## config.mk

```make
export PLATFORM = sky130hd
export DESIGN_NAME = jb_srx_wrssi
export DESIGN_NICKNAME = d
export VERILOG_FILES = /design/src/rtl/jb_srx_wrssi_pkg.sv /design/src/rtl/jb_iq_pwr.sv /design/src/rtl/jb_srx_wrssi.sv
export SDC_FILE = /design/constraint.sdc
export NUM_CORES = 2
export LEC_CHECK = 0
export CAP_MARGIN = 5
export CORE_ASPECT_RATIO = 0.8
export CORE_MARGIN = 5
export CORE_UTILIZATION = 55
export DETAILED_ROUTE_END_ITERATION = 16
export PLACE_DENSITY = 0.75
export SLEW_MARGIN = 0
export SYNTH_ARGS = -nofsm -noshare
export SYNTH_HDL_FRONTEND = slang
export SYNTH_SLANG_ARGS = --single-unit
```

## constraint.sdc

```tcl
create_clock -name axis_aclk -period 10.25 [get_ports axis_aclk]
set_input_delay 1.025 -clock axis_aclk [delete_from_list [all_inputs] [get_ports axis_aclk]]
set_output_delay 1.025 -clock axis_aclk [all_outputs]
set_load 0.01 [all_outputs]
```

## src/rtl/jb_srx_wrssi_pkg.sv

```systemverilog
// Shared types and widths for the wideband RSSI measurement engine.
package jb_srx_wrssi_pkg;

  typedef enum logic [2:0] {
    ST_IDLE,
    ST_SETTLE,
    ST_ACCUM,
    ST_DRAIN,
    ST_STORE
  } wrssi_state_t;

  localparam int WRSSI_PWR_W = 32;
  localparam int WRSSI_IQ_W  = 16;

  // Accumulator holds 2^max_len_log2 sums of at most 2^31 each, so it needs
  // max_len_log2 extra bits above the power width.
  function automatic int wrssi_acc_w(input int max_len_log2);
    return WRSSI_PWR_W + max_len_log2;
  endfunction

endpackage

```

## src/rtl/jb_iq_pwr.sv

```systemverilog
// Two-stage registered instantaneous power I^2 + Q^2 for signed IQ samples.
// Stage 1 holds the squares, stage 2 holds their unsigned sum.
module jb_iq_pwr
  import jb_srx_wrssi_pkg::*;
#(
  parameter int DATA_W = WRSSI_IQ_W
) (
  input  logic                  axis_aclk,
  input  logic                  axis_aresetn,
  input  logic                  vld_p0,
  input  logic [DATA_W-1:0]     i_p0,
  input  logic [DATA_W-1:0]     q_p0,
  output logic                  vld_p2,
  output logic [2*DATA_W-1:0]   pwr_p2
);

  logic signed [2*DATA_W-1:0] i_ext;
  logic signed [2*DATA_W-1:0] q_ext;
  logic signed [2*DATA_W-1:0] i_sq;
  logic signed [2*DATA_W-1:0] q_sq;
  logic        [2*DATA_W-1:0] i_sq_p1;
  logic        [2*DATA_W-1:0] q_sq_p1;
  logic                       vld_p1;

  // Sign-extend before squaring so the product is computed at full width.
  assign i_ext = $signed({{DATA_W{i_p0[DATA_W-1]}}, i_p0});
  assign q_ext = $signed({{DATA_W{q_p0[DATA_W-1]}}, q_p0});
  assign i_sq  = i_ext * i_ext;
  assign q_sq  = q_ext * q_ext;

  // Stage p0 -> p1: register the squares (each at most 2^30, always non-negative)
  always_ff @(posedge axis_aclk) begin
    if (!axis_aresetn) begin
      vld_p1  <= 1'b0;
      i_sq_p1 <= '0;
      q_sq_p1 <= '0;
    end else begin
      vld_p1  <= vld_p0;
      i_sq_p1 <= $unsigned(i_sq);
      q_sq_p1 <= $unsigned(q_sq);
    end
  end

  // Stage p1 -> p2: register the sum (at most 2^31, fits unsigned)
  always_ff @(posedge axis_aclk) begin
    if (!axis_aresetn) begin
      vld_p2 <= 1'b0;
      pwr_p2 <= '0;
    end else begin
      vld_p2 <= vld_p1;
      pwr_p2 <= i_sq_p1 + q_sq_p1;
    end
  end

endmodule

```

## src/rtl/jb_srx_wrssi.sv

```systemverilog
// Wideband RSSI engine: integrates I^2+Q^2 of the observation stream over a
// power-of-two window per antenna, discarding a settling interval after each
// antenna switch or enable, and publishes the window mean per antenna.
module jb_srx_wrssi
  import jb_srx_wrssi_pkg::*;
#(
  parameter int N_ANTENNAS   = 4,
  parameter int MAX_LEN_LOG2 = 20
) (
  input  logic        axis_aclk,
  input  logic        axis_aresetn,
  input  logic [31:0] srx_tdata,
  input  logic        srx_tvalid,
  input  logic [2:0]  srx_wrssi_ant,
  input  logic        wrssi_enable,
  input  logic [4:0]  wrssi_len_log2,
  input  logic [15:0] wrssi_settle,
  output logic [31:0] wrssi_pwr [N_ANTENNAS],
  output logic [15:0] wrssi_upd_cnt [N_ANTENNAS],
  output logic        wrssi_upd,
  output logic [2:0]  wrssi_upd_ant,
  output logic        wrssi_busy
);

  localparam int         WRSSI_ACC_W = wrssi_acc_w(MAX_LEN_LOG2);
  localparam int         CNT_W       = MAX_LEN_LOG2 + 1;
  localparam logic [4:0] LEN_MAX     = 5'(MAX_LEN_LOG2);
  localparam logic [3:0] N_ANT       = 4'(N_ANTENNAS);

  // Saturate the requested window exponent to what the accumulator supports.
  function automatic logic [4:0] clamp_len(input logic [4:0] len);
    return (len > LEN_MAX) ? LEN_MAX : len;
  endfunction

  wrssi_state_t state;
  wrssi_state_t state_nxt;

  logic [2:0]             cur_ant;
  logic [4:0]             len_q;
  logic [15:0]            settle_cnt;
  logic                   drain_cnt;
  logic [CNT_W-1:0]       smp_cnt;
  logic [CNT_W-1:0]       smp_cnt_inc;
  logic [CNT_W-1:0]       win_len;
  logic [WRSSI_ACC_W-1:0] acc;

  logic ant_ok;
  logic ant_chg;
  logic chg;
  logic take;
  logic go_settle;
  logic go_accum;
  logic clr_win;
  logic store;
  logic acc_en;

  logic                   vld_p2;
  logic [WRSSI_PWR_W-1:0] pwr_p2;

  assign ant_ok      = {1'b0, srx_wrssi_ant} < N_ANT;
  assign ant_chg     = srx_wrssi_ant != cur_ant;
  assign smp_cnt_inc = smp_cnt + CNT_W'(1);
  assign win_len     = {{(CNT_W-1){1'b0}}, 1'b1} << len_q;
  assign clr_win     = go_settle | go_accum;
  assign acc_en      = (state == ST_ACCUM) || (state == ST_DRAIN);
  assign wrssi_busy  = state != ST_IDLE;

  jb_iq_pwr #(
    .DATA_W (WRSSI_IQ_W)
  ) u_iq_pwr (
    .axis_aclk    (axis_aclk),
    .axis_aresetn (axis_aresetn),
    .vld_p0       (take),
    .i_p0         (srx_tdata[15:0]),
    .q_p0         (srx_tdata[31:16]),
    .vld_p2       (vld_p2),
    .pwr_p2       (pwr_p2)
  );

  // Measurement state register
  always_ff @(posedge axis_aclk) begin
    if (!axis_aresetn) begin
      state <= ST_IDLE;
    end else begin
      state <= state_nxt;
    end
  end

  // Next-state and window control; disable beats antenna change beats progress
  always_comb begin
    state_nxt = state;
    take      = 1'b0;
    go_settle = 1'b0;
    go_accum  = 1'b0;
    store     = 1'b0;
    chg       = 1'b0;
    case (state)
      ST_IDLE: begin
        if (wrssi_enable && ant_ok) begin
          go_settle = 1'b1;
        end
      end
      ST_SETTLE: begin
        if (!wrssi_enable) begin
          state_nxt = ST_IDLE;
        end else if (ant_chg) begin
          chg = 1'b1;
        end else if (settle_cnt <= 16'd1) begin
          go_accum = 1'b1;
        end
      end
      ST_ACCUM: begin
        if (!wrssi_enable) begin
          state_nxt = ST_IDLE;
        end else if (ant_chg) begin
          chg = 1'b1;
        end else if (srx_tvalid) begin
          take = 1'b1;
          if (smp_cnt_inc == win_len) begin
            state_nxt = ST_DRAIN;
          end
        end
      end
      ST_DRAIN: begin
        if (!wrssi_enable) begin
          state_nxt = ST_IDLE;
        end else if (ant_chg) begin
          chg = 1'b1;
        end else if (drain_cnt) begin
          state_nxt = ST_STORE;
        end
      end
      ST_STORE: begin
        // The result of the finished window is always written, even when
        // the cycle also sees a disable or an antenna switch.
        store = 1'b1;
        if (!wrssi_enable) begin
          state_nxt = ST_IDLE;
        end else if (ant_chg) begin
          chg = 1'b1;
        end else begin
          go_accum = 1'b1;
        end
      end
      default: state_nxt = ST_IDLE;
    endcase
    if (chg) begin
      if (ant_ok) begin
        go_settle = 1'b1;
      end else begin
        state_nxt = ST_IDLE;
      end
    end
    if (go_settle) begin
      state_nxt = ST_SETTLE;
    end
    if (go_accum) begin
      state_nxt = ST_ACCUM;
    end
  end

  // Window bookkeeping: antenna latch, settle countdown, length, sample count
  always_ff @(posedge axis_aclk) begin
    if (!axis_aresetn) begin
      cur_ant    <= '0;
      len_q      <= '0;
      settle_cnt <= '0;
      drain_cnt  <= 1'b0;
      smp_cnt    <= '0;
    end else begin
      if (go_settle) begin
        cur_ant    <= srx_wrssi_ant;
        settle_cnt <= wrssi_settle;
      end else if ((state == ST_SETTLE) && (settle_cnt != 16'd0)) begin
        settle_cnt <= settle_cnt - 16'd1;
      end
      if (go_accum) begin
        len_q <= clamp_len(wrssi_len_log2);
      end
      drain_cnt <= (state == ST_DRAIN);
      if (clr_win) begin
        smp_cnt <= '0;
      end else if (take) begin
        smp_cnt <= smp_cnt_inc;
      end
    end
  end

  // Accumulator: only sums arriving during ACCUM/DRAIN belong to the window,
  // so leftovers of an aborted window never leak into the next one.
  always_ff @(posedge axis_aclk) begin
    if (!axis_aresetn) begin
      acc <= '0;
    end else if (clr_win) begin
      acc <= '0;
    end else if (vld_p2 && acc_en) begin
      acc <= acc + {{(WRSSI_ACC_W-WRSSI_PWR_W){1'b0}}, pwr_p2};
    end
  end

  // Per-antenna result registers and update strobe
  always_ff @(posedge axis_aclk) begin
    if (!axis_aresetn) begin
      for (int a = 0; a < N_ANTENNAS; a++) begin
        wrssi_pwr[a]     <= '0;
        wrssi_upd_cnt[a] <= '0;
      end
      wrssi_upd     <= 1'b0;
      wrssi_upd_ant <= '0;
    end else begin
      wrssi_upd <= store;
      if (store) begin
        wrssi_upd_ant <= cur_ant;
        for (int a = 0; a < N_ANTENNAS; a++) begin
          if (cur_ant == 3'(a)) begin
            wrssi_pwr[a]     <= WRSSI_PWR_W'(acc >> len_q);
            wrssi_upd_cnt[a] <= wrssi_upd_cnt[a] + 16'd1;
          end
        end
      end
    end
  end

endmodule

```

==> impl_results.md <==
- Cell area after synthesis: 38600 um^2
- Total core area: 69200 um^2
- Ports: 257
- Hold/Removal Path Class: flip-flop to flip-flop
- Cells on worst reg2reg path: 12
- Routed WL per cell: 16.9 um
- Post-synth EDFFs: 0
- Final Skew: 0.0366 ns
- DP HPWL: 71900 um
- Largest area contributor in the netlist: fa_1
- TritonCTS clock tree: built
- Starting Density: 0.558
- FF/Latch Area: 7870 um^2
- DR vias/cell: 5.56
- Register area share after synthesis: 0.204
- RR Endpoint: acc[34]
- Worst r2r src: acc[0]
- Final nets: 5243
- Syn nets: between 5000 and 6000
- Vias in the first global route: roughly 30000
- Die Y-Extent: 247 um
- DRC errors left: 0
- Leak pwr: 20.8 nW
- Via count: 30156
- Critical Path AT: 8.51 ns
- Largest net degree at the start of global routing: 109
- Clk buf depth: 3
- Setup TNS: 0 ns
- First-pass GRT wire length: approximately 150000 um
- Antenna viol nets, final: 0
- Crit path kind: primary input to flip-flop
- Period utilization: 0.783
- # H-tree levels: 2
- Top cells by count, synth: inv_1, nand2_1, fa_1, dfxtp_1, ha_1
- Synth top area share: 0.246
- WP data required: 10.73 ns
- Synth cell types: 85
- Dpl cells: 5346
- Total CTS buffers: 42
- Gr usage total: 0.243
- Area of the multi-input gates: 27300 um^2
- Area Growth Syn to Fin: 11.7%
- Iter 0 DRT Violations: 2444
- Final setup vio count: 0
- PortBufs: 256
- Worst setup path startpoint: srx_tdata[15]
- Synth Warn #: 0
- Tmin final: between 8 and 9 ns
- Syn_area_per_cell: 8.88 um^2
- Die Footprint: 75600 um^2
- DRT Pass-1 Iters: 6
- Relative slew slack: 0.345
- Outcome: finished clean
- Core Util, Final: 0.623
- Fillers: around 5900
- Post-Layout Cell Count: 5423
- Fin. Hold Viols: 0
- Max_cap viols: 0
- IR drop worst, VDD: 0.484 mV
- Worst hold path depth: 2
- Reg2Reg Setup Slack: about 6.6 ns
- Pwr dens: approximately 340 nW/um^2
- Max Fanout on Critical Path: 16
- Count leader, synth: inv_1
- Num rows: 86
- Root Buffer: clkbuf_16
- Number of gates resized after CTS: 0
- Total power draw: 14.6 mW
- Worst-Skew Late Latency: roughly 0.6 ns
- Fmax: about 120 MHz
- Synthesis-stage register bit count: slightly below 400
- Post-cts hold buffer count: 0
- Die width: ~310 um
- Ys async rst share: 0
- Clock sinks: about 390
- # Post-CTS Setup Buffers: 0
- Initial antenna violation count: 0
- Routability cong.: approximately 0.90
- Gate Count Post-Synth: 4350
- Share of cells above drive strength 1: 0.0409
- Critical Path Sink: u_iq_pwr.i_sq_p1[31]
- Critical Path Start Type: primary input
- Primary FF master, synth: dfxtp_1
- Setup crit end kind: flip-flop
- GRT Residual Overflow: 0
- Max-slew violation total from the final report: 0
- Worst slew pin tran: 0.972 ns
- Final WL: 91900 um
- Top post-synthesis cells by area: fa_1, dfxtp_1, ha_1, inv_1, nand2_1
- ANT cells: 0
- RSZ-0062 raised after global routing: no
- Clock Pin Slew Worst Setup and Hold Paths: 0.06 ns
final cells by class:
class,count,share of cell area
clock buffer,63,0.0285
clock inverter,14,0.00522
inverter,693,0.0603
multi-input combinational,3062,0.634
sequential,393,0.183
tap,924,0.0268
timing repair buffer,274,0.0626
placed cells by master, fill, tap and decap left out, drive strengths merged, types with 13 or more instances in the layout:
| cell type | instances |
|---|---|
| inv | 694 |
| nand2 | 519 |
| fa | 474 |
| dfxtp | 393 |
| clkdlybuf4s50 | 255 |
| ha | 243 |
| nor2 | 224 |
| and2 | 200 |
| a21oi | 154 |
| xnor2 | 152 |
| o21ai | 152 |
| o211a | 119 |
| nand3 | 84 |
| xor2 | 68 |
| clkbuf | 64 |
| mux2i | 61 |
| nor3 | 53 |
| a21o | 51 |
| and3 | 51 |
| nand4 | 39 |
| mux4 | 38 |
| a21boi | 32 |
| a211oi | 32 |
| or3 | 32 |
| nor2b | 31 |
| nand2b | 22 |
| a31oi | 22 |
| o211ai | 19 |
| buf | 18 |
| o21a | 16 |
| o21bai | 15 |
| mux2 | 14 |
| nor3b | 13 |
| and4 | 13 |
metrics by stage:
step	hold slack, ns	setup slack [ns]	area [um^2]
finish	0.470	2.22	43100
global route	0.491	1.92	43100
CTS	0.470	2.34	43100
detailed placement	0.457	1.79	41700
global placement	0.453	2.08	41700
floorplan	0.412	3.47	38600
worst min-delay path by stage:
stage	startpoint	end	slack, ns
after global routing	wrssi_pwr[122]	wrssi_pwr[122]	0.49
after floorplan	u_iq_pwr.vld_p1	u_iq_pwr.vld_p2	0.41
after detailed placement	u_iq_pwr.vld_p1	u_iq_pwr.vld_p2	0.46
final	wrssi_pwr[122]	wrssi_pwr[122]	0.47
after global placement	wrssi_pwr[121]	wrssi_pwr[121]	0.45
after CTS	wrssi_pwr[25]	wrssi_pwr[25]	0.47
registers in the layout (all words and copies together) (netlist names), 3 cells and up:
name and cells:
wrssi_upd_cnt 64, smp_cnt 21, u_iq_pwr.q_sq_p1 31, cur_ant 3, state 3, acc 52, u_iq_pwr.pwr_p2 32, settle_cnt 16
u_iq_pwr.i_sq_p1 31, wrssi_upd_ant 3, len_q 5, wrssi_pwr 128
cell families (layout without fill, tap and decap cells):
| family | Yosys count | after routing | share of synthesized area |
|---|---|---|---|
| mux | 113 | 113 | 0.0421 |
| simple gates | 1332 | 1332 | 0.169 |
| buf+inv | 895 | 1044 | 0.0887 |
| fa+ha+maj | 717 | 717 | 0.325 |
| compound gates | 680 | 680 | 0.122 |
| flops | 393 | 393 | 0.204 |
| xor+xnor | 220 | 220 | 0.0503 |
power breakdown:
part	internal [mW]	switching (mW)	leakage [nW]	total, mW
clock	0.920	0.669	0.699	1.59
combinational	5.02	6.16	17.0	11.2
sequential	1.76	0.0834	3.19	1.85
total	7.70	6.91	20.8	14.6
critical path, stage by stage:
cell	delay (ns)
clkdlybuf4s50_1	0.99
inv_1	0.53
nor2_1	0.34
fa_1	0.63
fa_1	0.93
fa_1	0.54
fa_1	0.51
fa_1	0.49
inv_1	0.05
fa_1	0.47
inv_1	0.04
ha_1	0.35
and3_1	0.22
a21boi_0	0.34
nand3_1	0.15
o2111ai_1	0.21
o211ai_1	0.16
o21ai_0	0.25
xnor2_1	0.10
and2_1	0.16
metal layers:
| metal | share of wire | vias to the layer above | wire length, um | track usage |
|---|---|---|---|---|
| met5 | 0 | - | 0 | 0 |
| met4 | 0.020 | 0 | 1880 | 0.0521 |
| met3 | 0.067 | 124 | 6170 | 0.0313 |
| met2 | 0.46 | 925 | 42500 | 0.398 |
| met1 | 0.45 | 14728 | 41300 | 0.348 |
| li1 | - | 14379 | - | - |
Note: power is estimated with default switching activity, not from simulation.
